## src/rtl/vga_timing_pkg.sv

```systemverilog
`default_nettype none
// ============================================================================
// Module   : vga_timing_pkg
// Purpose  : Shared 640x480 @ 60 Hz raster constants and count type for the
//            timing generator and the renderers that consume its bus.
//            Renderers subtract c_vis_origin_x/y from hCount/vCount to get
//            screen-relative coordinates.
// Revision : 1.0 - initial release
// ============================================================================
package vga_timing_pkg;

  localparam int COUNT_W = 10;

  typedef logic [COUNT_W-1:0] count_t;

  // Default divider: 100 MHz system clock down to a 25 MHz pixel rate
  localparam int c_clk_div     = 4;

  localparam int c_h_total     = 800;
  localparam int c_h_sync      = 96;
  localparam int c_h_vis_start = 144;
  localparam int c_h_vis_end   = 783;

  localparam int c_v_total     = 525;
  localparam int c_v_sync      = 2;
  localparam int c_v_vis_start = 35;
  localparam int c_v_vis_end   = 514;

  // Top-left corner of the visible area in raster coordinates
  localparam int c_vis_origin_x = c_h_vis_start;
  localparam int c_vis_origin_y = c_v_vis_start;

  // Inclusive window test shared by the decode logic
  function automatic logic in_window(count_t val, count_t lo, count_t hi);
    return (val >= lo) && (val <= hi);
  endfunction

endpackage
`default_nettype wire

```

## src/rtl/vga_timing_gen_if.sv

```systemverilog
`default_nettype none
// ============================================================================
// Module   : vga_timing_gen_if
// Purpose  : Raster timing bus from the timing generator to the renderers.
// Ports    : hCount/vCount  - current column / line
//            bright         - inside the visible window
//            hSync/vSync    - active-low sync pins
//            pix_tick       - one-clk pulse when the counts take a new value
//            line_start     - one-clk pulse when hCount becomes 0
//            frame_start    - one-clk pulse when hCount and vCount become 0
//            master: timing generator side, slave: consumer side
// Revision : 1.0 - initial release
// ============================================================================
interface vga_timing_gen_if;
  import vga_timing_pkg::*;

  count_t hCount;
  count_t vCount;
  logic   bright;
  logic   hSync;
  logic   vSync;
  logic   pix_tick;
  logic   line_start;
  logic   frame_start;

  modport master (
    output hCount, vCount, bright, hSync, vSync,
           pix_tick, line_start, frame_start
  );

  modport slave (
    input  hCount, vCount, bright, hSync, vSync,
           pix_tick, line_start, frame_start
  );

endinterface
`default_nettype wire

```

## src/rtl/pixel_tick_gen.sv

```systemverilog
`default_nettype none
// ============================================================================
// Module   : pixel_tick_gen
// Purpose  : Free-running clock divider. o_advance is high combinationally
//            while the divider sits at CLK_DIV-1, so the consumer registers
//            its pixel update on the same edge that wraps the divider.
// Ports    : clk       - system clock
//            rst       - asynchronous, active-high reset
//            o_advance - pixel advance strobe, one clk in every CLK_DIV
// Revision : 1.0 - initial release
// ============================================================================
module pixel_tick_gen #(
  parameter int CLK_DIV = 4
) (
  input  wire logic clk,
  input  wire logic rst,
  output logic      o_advance
);

  localparam int c_div_w = (CLK_DIV > 1) ? $clog2(CLK_DIV) : 1;
  localparam logic [c_div_w-1:0] c_div_last = c_div_w'(CLK_DIV - 1);

  logic [c_div_w-1:0] r_div;

  assign o_advance = (r_div == c_div_last);

  // >= rather than == so an out-of-range divider value recovers on its own
  always_ff @(posedge clk or posedge rst) begin
    if (rst) begin
      r_div <= '0;
    end else if (r_div >= c_div_last) begin
      r_div <= '0;
    end else begin
      r_div <= r_div + c_div_w'(1);
    end
  end

endmodule
`default_nettype wire

```

## src/rtl/vga_timing_gen.sv

```systemverilog
`default_nettype none
// ============================================================================
// Module   : vga_timing_gen
// Purpose  : 640x480 @ 60 Hz VGA raster timing generated from the system
//            clock with a pixel-rate enable instead of a derived clock.
// Ports    : clk - system clock (100 MHz)
//            rst - asynchronous, active-high reset
//            vga - timing bus (master): hCount, vCount, bright, hSync,
//                  vSync, pix_tick, line_start, frame_start
// Revision : 1.0 - initial release
// ============================================================================
module vga_timing_gen
  import vga_timing_pkg::*;
#(
  parameter int CLK_DIV     = c_clk_div,
  parameter int H_TOTAL     = c_h_total,
  parameter int H_SYNC      = c_h_sync,
  parameter int H_VIS_START = c_h_vis_start,
  parameter int H_VIS_END   = c_h_vis_end,
  parameter int V_TOTAL     = c_v_total,
  parameter int V_SYNC      = c_v_sync,
  parameter int V_VIS_START = c_v_vis_start,
  parameter int V_VIS_END   = c_v_vis_end
) (
  input  wire logic        clk,
  input  wire logic        rst,
  vga_timing_gen_if.master vga
);

  localparam count_t c_h_last      = count_t'(H_TOTAL - 1);
  localparam count_t c_v_last      = count_t'(V_TOTAL - 1);
  localparam count_t c_h_sync_w    = count_t'(H_SYNC);
  localparam count_t c_v_sync_w    = count_t'(V_SYNC);
  localparam count_t c_h_vis_lo    = count_t'(H_VIS_START);
  localparam count_t c_h_vis_hi    = count_t'(H_VIS_END);
  localparam count_t c_v_vis_lo    = count_t'(V_VIS_START);
  localparam count_t c_v_vis_hi    = count_t'(V_VIS_END);

  logic   w_advance;
  logic   w_h_wrap;
  logic   w_v_wrap;
  count_t w_h_next;
  count_t w_v_next;

  count_t r_h_count;
  count_t r_v_count;
  logic   r_bright;
  logic   r_hsync;
  logic   r_vsync;
  logic   r_pix_tick;
  logic   r_line_start;
  logic   r_frame_start;

  pixel_tick_gen #(
    .CLK_DIV (CLK_DIV)
  ) u_pixel_tick_gen (
    .clk       (clk),
    .rst       (rst),
    .o_advance (w_advance)
  );

  // Wrap on an explicit compare; >= also pulls an illegal count back to 0
  assign w_h_wrap = (r_h_count >= c_h_last);
  assign w_v_wrap = (r_v_count >= c_v_last);

  always_comb begin
    w_h_next = r_h_count;
    w_v_next = r_v_count;
    if (w_advance) begin
      if (w_h_wrap) begin
        w_h_next = '0;
        w_v_next = w_v_wrap ? '0 : r_v_count + count_t'(1);
      end else begin
        w_h_next = r_h_count + count_t'(1);
      end
    end
  end

  // Decode from the next count values so sync/bright change on the same
  // edge as the counts they describe.
  always_ff @(posedge clk or posedge rst) begin
    if (rst) begin
      r_h_count     <= '0;
      r_v_count     <= '0;
      r_bright      <= 1'b0;
      r_hsync       <= 1'b0;
      r_vsync       <= 1'b0;
      r_pix_tick    <= 1'b0;
      r_line_start  <= 1'b0;
      r_frame_start <= 1'b0;
    end else begin
      r_h_count     <= w_h_next;
      r_v_count     <= w_v_next;
      r_bright      <= in_window(w_h_next, c_h_vis_lo, c_h_vis_hi) &&
                       in_window(w_v_next, c_v_vis_lo, c_v_vis_hi);
      r_hsync       <= (w_h_next >= c_h_sync_w);
      r_vsync       <= (w_v_next >= c_v_sync_w);
      r_pix_tick    <= w_advance;
      r_line_start  <= w_advance && w_h_wrap;
      r_frame_start <= w_advance && w_h_wrap && w_v_wrap;
    end
  end

  assign vga.hCount      = r_h_count;
  assign vga.vCount      = r_v_count;
  assign vga.bright      = r_bright;
  assign vga.hSync       = r_hsync;
  assign vga.vSync       = r_vsync;
  assign vga.pix_tick    = r_pix_tick;
  assign vga.line_start  = r_line_start;
  assign vga.frame_start = r_frame_start;

endmodule
`default_nettype wire

```

## src/flat_wrapper.sv

```systemverilog
// flat-port wrapper written by rule: the top's interface ports become plain ports
module vga_timing_gen_flat import vga_timing_pkg::*;
#(
  parameter int CLK_DIV     = c_clk_div,
  parameter int H_TOTAL     = c_h_total,
  parameter int H_SYNC      = c_h_sync,
  parameter int H_VIS_START = c_h_vis_start,
  parameter int H_VIS_END   = c_h_vis_end,
  parameter int V_TOTAL     = c_v_total,
  parameter int V_SYNC      = c_v_sync,
  parameter int V_VIS_START = c_v_vis_start,
  parameter int V_VIS_END   = c_v_vis_end
)
  (clk, rst, vga_hCount, vga_vCount, vga_bright, vga_hSync, vga_vSync, vga_pix_tick, vga_line_start, vga_frame_start);
  vga_timing_gen_if vga_i ();
  input  wire logic clk;
  input  wire logic rst;
  output wire logic [$bits(vga_i.hCount)-1:0] vga_hCount;
  output wire logic [$bits(vga_i.vCount)-1:0] vga_vCount;
  output wire logic [$bits(vga_i.bright)-1:0] vga_bright;
  output wire logic [$bits(vga_i.hSync)-1:0] vga_hSync;
  output wire logic [$bits(vga_i.vSync)-1:0] vga_vSync;
  output wire logic [$bits(vga_i.pix_tick)-1:0] vga_pix_tick;
  output wire logic [$bits(vga_i.line_start)-1:0] vga_line_start;
  output wire logic [$bits(vga_i.frame_start)-1:0] vga_frame_start;
  assign vga_hCount = vga_i.hCount;
  assign vga_vCount = vga_i.vCount;
  assign vga_bright = vga_i.bright;
  assign vga_hSync = vga_i.hSync;
  assign vga_vSync = vga_i.vSync;
  assign vga_pix_tick = vga_i.pix_tick;
  assign vga_line_start = vga_i.line_start;
  assign vga_frame_start = vga_i.frame_start;
  vga_timing_gen #(.CLK_DIV(CLK_DIV), .H_TOTAL(H_TOTAL), .H_SYNC(H_SYNC), .H_VIS_START(H_VIS_START), .H_VIS_END(H_VIS_END), .V_TOTAL(V_TOTAL), .V_SYNC(V_SYNC), .V_VIS_START(V_VIS_START), .V_VIS_END(V_VIS_END)) u_core (.clk(clk), .rst(rst), .vga(vga_i));
endmodule
```

## config.mk

```make
export PLATFORM = sky130hd
export DESIGN_NAME = vga_timing_gen_flat
export DESIGN_NICKNAME = d
export VERILOG_FILES = /design/src/rtl/vga_timing_pkg.sv /design/src/rtl/vga_timing_gen_if.sv /design/src/rtl/pixel_tick_gen.sv /design/src/rtl/vga_timing_gen.sv /design/src/flat_wrapper.sv
export SDC_FILE = /design/constraint.sdc
export NUM_CORES = 1
export LEC_CHECK = 0
export BUFFER_PORTS_ARGS = -buffer_cell sky130_fd_sc_hd__buf_2
export CAP_MARGIN = 20
export CORE_UTILIZATION = 49
export CTS_CLUSTER_DIAMETER = 50
export DETAILED_ROUTE_END_ITERATION = 7
export PLACE_DENSITY = 0.85
export SYNTH_ARGS = -nofsm -noshare
export SYNTH_HDL_FRONTEND = slang
export SYNTH_SLANG_ARGS = --single-unit
```

## constraint.sdc

```tcl
create_clock -name clk -period 2.1 [get_ports clk]
set_input_delay 0.105 -clock clk [delete_from_list [all_inputs] [get_ports clk]]
set_output_delay 0.105 -clock clk [all_outputs]
set_load 0.01 [all_outputs]
```

### Word level (Yosys, flattened, before mapping)

Index checks and enable logic that the tools add are counted.

* register bits: 28
* output and inout port bits: 26
* bits of input ports: 2

* eq/ne operators: 1
* multiplexer cells: 6
* reduce and logical (&&, ||, !) cells: 5
* magnitude comparators: 9
* add/sub/neg operators: 3

Operator list (count)
* $mux W10: 5
* $add A10 B1 Y10 const B: 2
* $ge A10 B10 Y1 const B: 2
* $le A10 B10 Y1 const B: 2
* $ge A10 B2 Y1 const B: 1
* $ge A10 B6 Y1 const B: 1
* $ge A10 B7 Y1 const B: 1
* $ge A10 B8 Y1 const B: 1
* $logic_and A1 B1 Y1: 5
* $add A2 B1 Y2 const B: 1
* $eq A2 B2 Y1 const B: 1
* $ge A2 B2 Y1 const B: 1
* $mux W2: 1

### Longest topological paths before layout

Gate-level depths: netlist of the first run.

* depth in word-level cells: 7
* mapped depth: 9
* depth with buffers taken out: 9

### Hierarchy

From an unflattened synthesis of the first run, not the netlist that was laid out.

* cells, all modules: 149
* area, all modules: 1432.6 µm²

Modules (own cells, without submodules)
* vga_timing_gen: area an instance 1362.6 µm², cells an instance 144, times used 1, sequential area each 650.6 µm²
* pixel_tick_gen: area an instance 70.1 µm², cells an instance 5, times used 1, sequential area each 50.0 µm²

### Least setup slack after synthesis of the first run

No wires, ideal clock.

* path type: register to register
* start point: register u_core.r_h_count[0] (netlist: u_core.vga.hCount[0])
* end point: register u_core.r_bright (netlist: u_core.vga.bright)
* period minus slack after synthesis: 2415 ps
* setup time: 126 ps
* arrival: 2289 ps
* path buffers: 0
* data required time: 1974 ps
* stages on the path, launching flop included: 10
* slack: -315 ps
* cell sequence: dfrtp_1 ha_1 and4_4 o41ai_4 inv_2 and2_4 a311o_1 nor2b_4 and3_1 o32a_1

* word-level cells in the longest chain between the ends: 6

RTL lines
* from (decl): line vga_timing_gen.sv:45 `count_t r_h_count;`
* from (signal assigned): line vga_timing_gen.sv:92 `r_h_count <= w_h_next;`
* $add A10 B1 Y10 or $ge A10 B10 Y1 (tied branches): line vga_timing_gen.sv:74, vga_timing_gen.sv:63
* $mux W10: line vga_timing_gen.sv:70 `if (w_h_wrap) begin`
* $mux W10: line vga_timing_gen.sv:69 `if (w_advance) begin`
* $ge A10 B8 Y1, or another cell as far along: line vga_timing_pkg.sv:35 `return (val >= lo) && (val <= hi);`
* $logic_and A1 B1 Y1: line vga_timing_pkg.sv:35
* $logic_and A1 B1 Y1 (*): line vga_timing_gen.sv:94 `r_bright <= in_window(w_h_next, c_h_vis_lo, c_h_vis_hi) &&`
* to (signal assigned): line vga_timing_gen.sv:94
* to (decl): line vga_timing_gen.sv:47 `logic r_bright;`

Every way passes the cells marked *; elsewhere a longest branch is shown, timed or not.

### Worst setup path in the final report of the first run

* start point: register u_core.r_h_count[1] (netlist: u_core.vga.hCount[1])
* end point: register u_core.r_bright (netlist: u_core.vga.bright)

* word-level cells in the longest chain between the ends: 6

RTL lines
* $ge A10 B10 Y1 (*): line vga_timing_gen.sv:63 `assign w_h_wrap = (r_h_count >= c_h_last);`
* $mux W10 (*): line vga_timing_gen.sv:70
* $mux W10 (*): line vga_timing_gen.sv:69
* via u_core.w_v_next[3]: line vga_timing_gen.sv:43 `count_t w_v_next;`
* $ge A10 B6 Y1 or $le A10 B10 Y1 (tied branches): line vga_timing_pkg.sv:35
* $logic_and A1 B1 Y1 (*): line vga_timing_pkg.sv:35
* $logic_and A1 B1 Y1 (*): line vga_timing_gen.sv:94

The timed path passes the listed nets; every way through them passes the cells marked *.

==> results of run 1 <==
-- cell type report --
type	instances	area [um^2]
clock buffers	3	22.5
multi-input cells	123	907
fillers	166	599
repair buffers	80	539
inverters	6	22.5
well taps	42	52.6
clock inverters	1	30.0
flip-flops and latches	28	703
-- placed cells by master, fill, tap and decap left out, types with 3 or more instances in the layout --
cell type	n
sky130_fd_sc_hd__buf_4	51
sky130_fd_sc_hd__buf_2	27
sky130_fd_sc_hd__dfrtp_1	26
sky130_fd_sc_hd__o21ai_0	15
sky130_fd_sc_hd__nand2_1	14
sky130_fd_sc_hd__nor2_1	12
sky130_fd_sc_hd__nor2b_1	7
sky130_fd_sc_hd__and3_1	6
sky130_fd_sc_hd__a21oi_1	6
sky130_fd_sc_hd__inv_1	5
sky130_fd_sc_hd__a22o_1	5
sky130_fd_sc_hd__nand3_1	5
sky130_fd_sc_hd__nor3_1	3
sky130_fd_sc_hd__and2_1	3
sky130_fd_sc_hd__o21ai_1	3
sky130_fd_sc_hd__xnor2_1	3
sky130_fd_sc_hd__nand3b_1	3
sky130_fd_sc_hd__clkbuf_4	3
-- power groups by stage --
stage	Sequential, mW	Clock [mW]	Combinational, mW
after floorplan	0.549	0	0.00798
after global placement	0.549	0	0.0123
after detailed placement	0.549	0	0.0130
after CTS	0.539	0.361	0.0144
after global routing	0.539	0.378	0.0164
final	0.539	0.355	0.0138
-- worst max path at each step --
stage	endpoint	depth (start not counted)
global placement	u_core.vga.bright	9
CTS	u_core.vga.bright	10
detailed placement	u_core.vga.bright	9
finish	u_core.vga.bright	10
floorplan	u_core.vga.bright	9
global route	u_core.vga.bright	10
-- sequential cells by signal (all words and copies together) (netlist names) --
signal / cells
u_core.vga.pix_tick: 1
u_core.vga.vSync: 1
u_core.vga.frame_start: 1
u_core.vga.hCount: 10
u_core.vga.hSync: 1
u_core.vga.vCount: 10
u_core.vga.line_start: 1
u_core.vga.bright: 1
u_core.u_pixel_tick_gen.r_div: 2
-- through the flow --
stage / hold slack [ps] / std cells / cell area [um^2] / util (%)
after floorplan: 170 / 161 / 1560 / -
after global placement: 232 / 275 / 2090 / 72.8
after detailed placement: 254 / 275 / 2090 / 72.8
after CTS: 415 / 282 / 2260 / 78.6
after global routing: 472 / 283 / 2280 / 79.2
final: 407 / 283 / 2280 / 79.2
-- routing by layer --
layer,vias to the layer above,track usage [%],part of all wire (%)
li1,745,-,-
met1,782,36.3,40
met2,76,54.7,52
met3,20,6.47,5.0
met4,0,13.9,3.1
met5,-,0,0
-- cell families after synthesis --
family / Yosys count / share of synthesized area [%]
DFF: 28 / 45.4
xor gates and xnor gates: 5 / 2.84
adders and majority gates: 4 / 3.24
muxes: 3 / 2.11
buffers and inverters: 10 / 2.68
AOI/OAI and AO/OA: 42 / 19.2
and+or+nand+nor: 69 / 24.5
-- repair_timing --
| action | CTS | global route |
|---|---|---|
| hold buffers | 1 | 0 |
| hold endpoints to repair | 19 | 0 |
| pin swaps | 8 | 2 |
| buffers inserted | 3 | 1 |
| setup endpoints to repair | 2 | 2 |
| resized for setup | 14 | 3 |
-- worst register-to-register path, stage by stage, from the launching register on --
cell and delay (ps):
sky130_fd_sc_hd__dfrtp_2 450, sky130_fd_sc_hd__ha_4 170, sky130_fd_sc_hd__and4_4 150, sky130_fd_sc_hd__o41ai_4 290
sky130_fd_sc_hd__inv_2 100, sky130_fd_sc_hd__buf_4 180, sky130_fd_sc_hd__o21ai_1 120, sky130_fd_sc_hd__a22o_1 240
sky130_fd_sc_hd__nor4_4 70, sky130_fd_sc_hd__and3_1 180, sky130_fd_sc_hd__o32a_1 320
==> flow_summary.json, run 1 <==
{
  "tritoncts": "yes",
  "antenna_found_initial": 0,
  "share_clk_of_total_power_pct": 39.1,
  "timing_max_transition_violations_final": 0,
  "final_net_count": 248,
  "grt_max_degree": 21,
  "postSynthNetCount": 167,
  "port_buffers": 27,
  "mean_post_synth_cell_area_um2": 9.58,
  "die_height_um": 58.1,
  "syn_inst": 161,
  "worst_setup_hold_path_clk_slew_ps": 150,
  "via_count_of_the_first_global_routing_pass": 1655,
  "timing.setup.critical_path_class": "reg2reg",
  "drt_pre_antenna_iters": 4,
  "cts_inserted_buffers": 3,
  "antennaDiodeCount": 0,
  "synth-warning-count": 0,
  "post-synth-top-area-cell": "sky130_fd_sc_hd__dfrtp_1",
  "regToRegSetupSlack_ps": -250,
  "total_switching_power_mw": 0.172,
  "ctsHtreeMaxLevel": 1,
  "timing.critical_path.arrival_ps": 2600,
  "seqPwrFrac_pct": 59.4,
  "drt-initial-drc-count": 108,
  "root_buffer": "sky130_fd_sc_hd__clkbuf_4",
  "max_stage_delay_ps": 450,
  "crit_family": "compound AO/OA/AOI/OAI gates",
  "synth-async-reset-ratio_pct": 100,
  "hold_path_class": "in2async",
  "power_per_cell_area_nw_per_um2": 399,
  "vias_per_cell": 5.73,
  "finalWirelength_um": 4860,
  "total_power_mw": 0.908,
  "dr_total_vias": 1623,
  "clock_latency_ps": 340,
  "synth_top_area_share_pct": 45.4,
  "worst-slew-pin-transition_ps": 748,
  "ys_seq_area_share_pct": 45.4,
  "timing.reg2reg.worst_path_depth": 10,
  "yosys-top-cells-count": "sky130_fd_sc_hd__dfrtp_1 (28), sky130_fd_sc_hd__o21ai_0 (17), sky130_fd_sc_hd__nand2_1 (14)",
  "row_count": 19,
  "fin_worst_skew_ps": 15.1,
  "p_int_mw": 0.736,
  "die_area_um2": 3380,
  "timing.critical_path.to_type": "flip-flop",
  "timing.critical_path.buf_inv": 2,
  "finalHoldViolCount": 0,
  "layout-drive-gt1-share_pct": 44.4,
  "pre_cts_ws_ps": -311,
  "synth_cell_types": 44,
  "first_pass_grt_wire_length_um": 7650,
  "grt_usage_pct": 31.1,
  "combPwrFrac_pct": 1.5,
  "drc": 0,
  "synth_edf_count": 0,
  "layout_worst_path_cycle_share_pct": 112,
  "worstSetupStartpointType": "flip-flop",
  "flip_flop_cell_with_the_highest_count_after_synthesis": "sky130_fd_sc_hd__dfrtp_1",
  "ios": 28,
  "route.detailed.wl_per_inst_um": 17.2,
  "rsz0062_at_grt": "yes",
  "setup_violations": 2,
  "initial_utilization_pct": 53.6,
  "floorplan.die.width_um": 58.1,
  "grt-ovfl-total": 0,
  "netSwitchingFraction_pct": 18.9,
  "regToRegEndpoint": "u_core.vga.bright",
  "synth.ff_latch_count": 28,
  "layout-area-overhead-vs-synth_pct": 47.6,
  "critical_path_peak_fanout": 8,
  "cts_num_sinks": 28,
  "leakagePower_nw": 1.20,
  "crit_path_cell_trace": "ha_4 -> and4_4 -> o41ai_4 -> inv_2 -> buf_4 -> o21ai_1 -> a22o_1 -> nor4_4 -> and3_1 -> o32a_1",
  "fin_setup_tns_ps": -324,
  "leading_cell_type_by_number_of_instances_after_synthesis": "sky130_fd_sc_hd__dfrtp_1",
  "outcome": "complete, but fails checks",
  "setup_ws_ps": -249,
  "gpl.final_weighted_congestion": 0.913,
  "rr_startpoint": "u_core.vga.hCount[1]",
  "worst-endpoint-required_ps": 2350,
  "core_area_um2": 2880,
  "crit_path_start": "u_core.vga.hCount[1]",
  "crit_path_slowest_cell": "sky130_fd_sc_hd__dfrtp_2",
  "final.min_clock_period_ps": 2350,
  "synth_area_leaders": "sky130_fd_sc_hd__dfrtp_1 (45%), sky130_fd_sc_hd__o21ai_0 (5.5%), sky130_fd_sc_hd__nand2_1 (3.4%)",
  "syn_area_um2": 1540,
  "maxCapViolations": 0,
  "failing_checks": "negative setup slack",
  "clock_path_buffers": 2,
  "relSlewSlack_pct": 50.1,
  "power.ir.vdd_worst_v": 0.000733,
  "max_freq_mhz": 426,
  "ant_nets": 0,
  "dp_hpwl_um": 3100
}
(Power assumes the default switching activity.)
==> run 2, diff against run 1 <==
==> constraint.sdc (replaced) <==
create_clock -name clk -period 1.9 [get_ports clk]
set_input_delay 0.095 -clock clk [delete_from_list [all_inputs] [get_ports clk]]
set_output_delay 0.095 -clock clk [all_outputs]
set_load 0.01 [all_outputs]
==> flow_summary.json, run 2 (synthesis gave the netlist of run 1 again) <==
{
  "power.ir.vdd_worst_v": 0.000274,
  "via_count_of_the_first_global_routing_pass": 1644,
  "setup_ws_ps": -456,
  "setup_violations": 4,
  "leakagePower_nw": 1.23,
  "clock_latency_ps": 340,
  "grt_usage_pct": 30.0,
  "final_net_count": 256,
  "dr_total_vias": 1780,
  "core_area_um2": 2880,
  "fillers": 158,
  "timing.reg2reg.worst_path_depth": 8,
  "final.min_clock_period_ps": 2360,
  "rsz0062_at_grt": "yes",
  "timing.critical_path.to_type": "flip-flop",
  "layout.cells.most_common": "sky130_fd_sc_hd__buf_4",
  "initial_utilization_pct": 53.6,
  "drt_pre_antenna_iters": 5,
  "most-common-layout-cells": "sky130_fd_sc_hd__buf_4 (57), sky130_fd_sc_hd__buf_2 (27), sky130_fd_sc_hd__dfrtp_1 (26)",
  "drt-initial-drc-count": 197,
  "drc": 0,
  "outcome": "complete, but fails checks",
  "total_power_mw": 0.883,
  "grt_max_degree": 16,
  "relSlewSlack_pct": 49.5,
  "critical_path_peak_fanout": 4,
  "grt-ovfl-total": 0,
  "layout-drive-gt1-share_pct": 46.2,
  "worst-slew-pin-transition_ps": 747,
  "layout_worst_path_cycle_share_pct": 124,
  "antennaDiodeCount": 0,
  "clock_path_buffers": 2,
  "gpl.final_weighted_congestion": 0.879,
  "die_area_um2": 3380,
  "row_count": 19,
  "finalHoldViolCount": 0,
  "first_pass_grt_wire_length_um": 7700,
  "worst-endpoint-required_ps": 2130,
  "vias_per_cell": 6.12,
  "max_freq_mhz": 425,
  "root_buffer": "sky130_fd_sc_hd__clkbuf_4",
  "power_per_cell_area_nw_per_um2": 382,
  "timing.critical_path.arrival_ps": 2590,
  "hold_path_class": "in2async",
  "fin_worst_skew_ps": 7.09,
  "die_height_um": 58.1,
  "antenna_found_initial": 0,
  "timing_max_transition_violations_final": 0,
  "ant_nets": 0,
  "finalWirelength_um": 5180,
  "route.detailed.wl_per_inst_um": 17.8,
  "worst_setup_hold_path_clk_slew_ps": 160,
  "timing.setup.critical_path_class": "reg2reg",
  "ios": 28,
  "port_buffers": 27,
  "worstSetupStartpointType": "flip-flop",
  "dp_hpwl_um": 3240,
  "fin_setup_tns_ps": -1130,
  "seqCellArea_um2": 703,
  "cts_inserted_buffers": 3,
  "failing_checks": "negative setup slack",
  "final_core_util_pct": 80.5,
  "multi_input_comb_area_um2": 895,
  "cts_num_sinks": 28,
  "layout-area-overhead-vs-synth_pct": 50.0,
  "tritoncts": "yes",
  "maxCapViolations": 0,
  "floorplan.die.width_um": 58.1,
  "pre_cts_ws_ps": -518,
  "ctsHtreeMaxLevel": 1
}
run 2: worst paths after layout:
| kind | from | to | slack, ps |
|---|---|---|---|
| worst max-delay path | u_core.vga.vCount[8] | u_core.vga.bright | -460 |
| worst min-delay path | rst | u_core.vga.vCount[1] | 330 |
| worst max register to register | u_core.vga.vCount[8] | u_core.vga.bright | -460 |
| worst min register to register | u_core.u_pixel_tick_gen.r_div[1] | u_core.u_pixel_tick_gen.r_div[1] | 520 |
| max in group asynchronous | rst | u_core.vga.bright | 960 |
| min in group clk | u_core.u_pixel_tick_gen.r_div[1] | u_core.u_pixel_tick_gen.r_div[1] | 520 |
run 2: report_power, final:
part / total [mW] / internal, mW / switching (mW)
logic: 0.0156 / 0.00350 / 0.0121
clock network: 0.272 / 0.0825 / 0.189
registers: 0.596 / 0.596 / 0
total: 0.883 / 0.682 / 0.201
run 2: cell type report:
| cell class | count | share of cell area, % |
|---|---|---|
| Clock buffer | 4 | 1.14 |
| Inverter | 6 | 0.973 |
| Multi-Input combinational cell | 123 | 38.6 |
| Sequential cell | 28 | 30.4 |
| Tap cell | 42 | 2.27 |
| Timing Repair Buffer | 88 | 26.6 |
run 2: critical path, stage by stage, from the launching register on:
cell and delay [ps]:
sky130_fd_sc_hd__dfrtp_1 410, sky130_fd_sc_hd__or3_1 430, sky130_fd_sc_hd__o21a_4 270, sky130_fd_sc_hd__buf_4 150, sky130_fd_sc_hd__o21ai_0 170, sky130_fd_sc_hd__a22o_1 240
sky130_fd_sc_hd__nor4_4 70, sky130_fd_sc_hd__and3_1 180, sky130_fd_sc_hd__o32a_1 340
run 2: per-layer routing:
layer  up-vias  wire (um)  share of wire (%)  track usage (%)
met2       150       2560                 49             50.4
li1        762          -                  -                -
met3        40        501                9.7             4.24
met5         -          0                  0                0
met4         0        299                5.8             12.9
met1       828       1820                 35             38.8
run 2: timing repair:
action | in CTS | in global routing
endpoints found under the hold margin | 14 | 0
endpoints found under the setup margin | 7 | 10
pin swaps | 7 | 3
hold buffers | 1 | 0
resized for setup | 9 | 12
buffers inserted | 3 | 3
run 2: through the flow:
| step | area [um^2] | hold slack, ps | instances |
|---|---|---|---|
| finish | 2310 | 328 | 291 |
| global route | 2310 | 372 | 291 |
| CTS | 2250 | 344 | 289 |
| detailed placement | 2150 | 176 | 281 |
| global placement | 2150 | 157 | 281 |
| floorplan | 1560 | 160 | 161 |
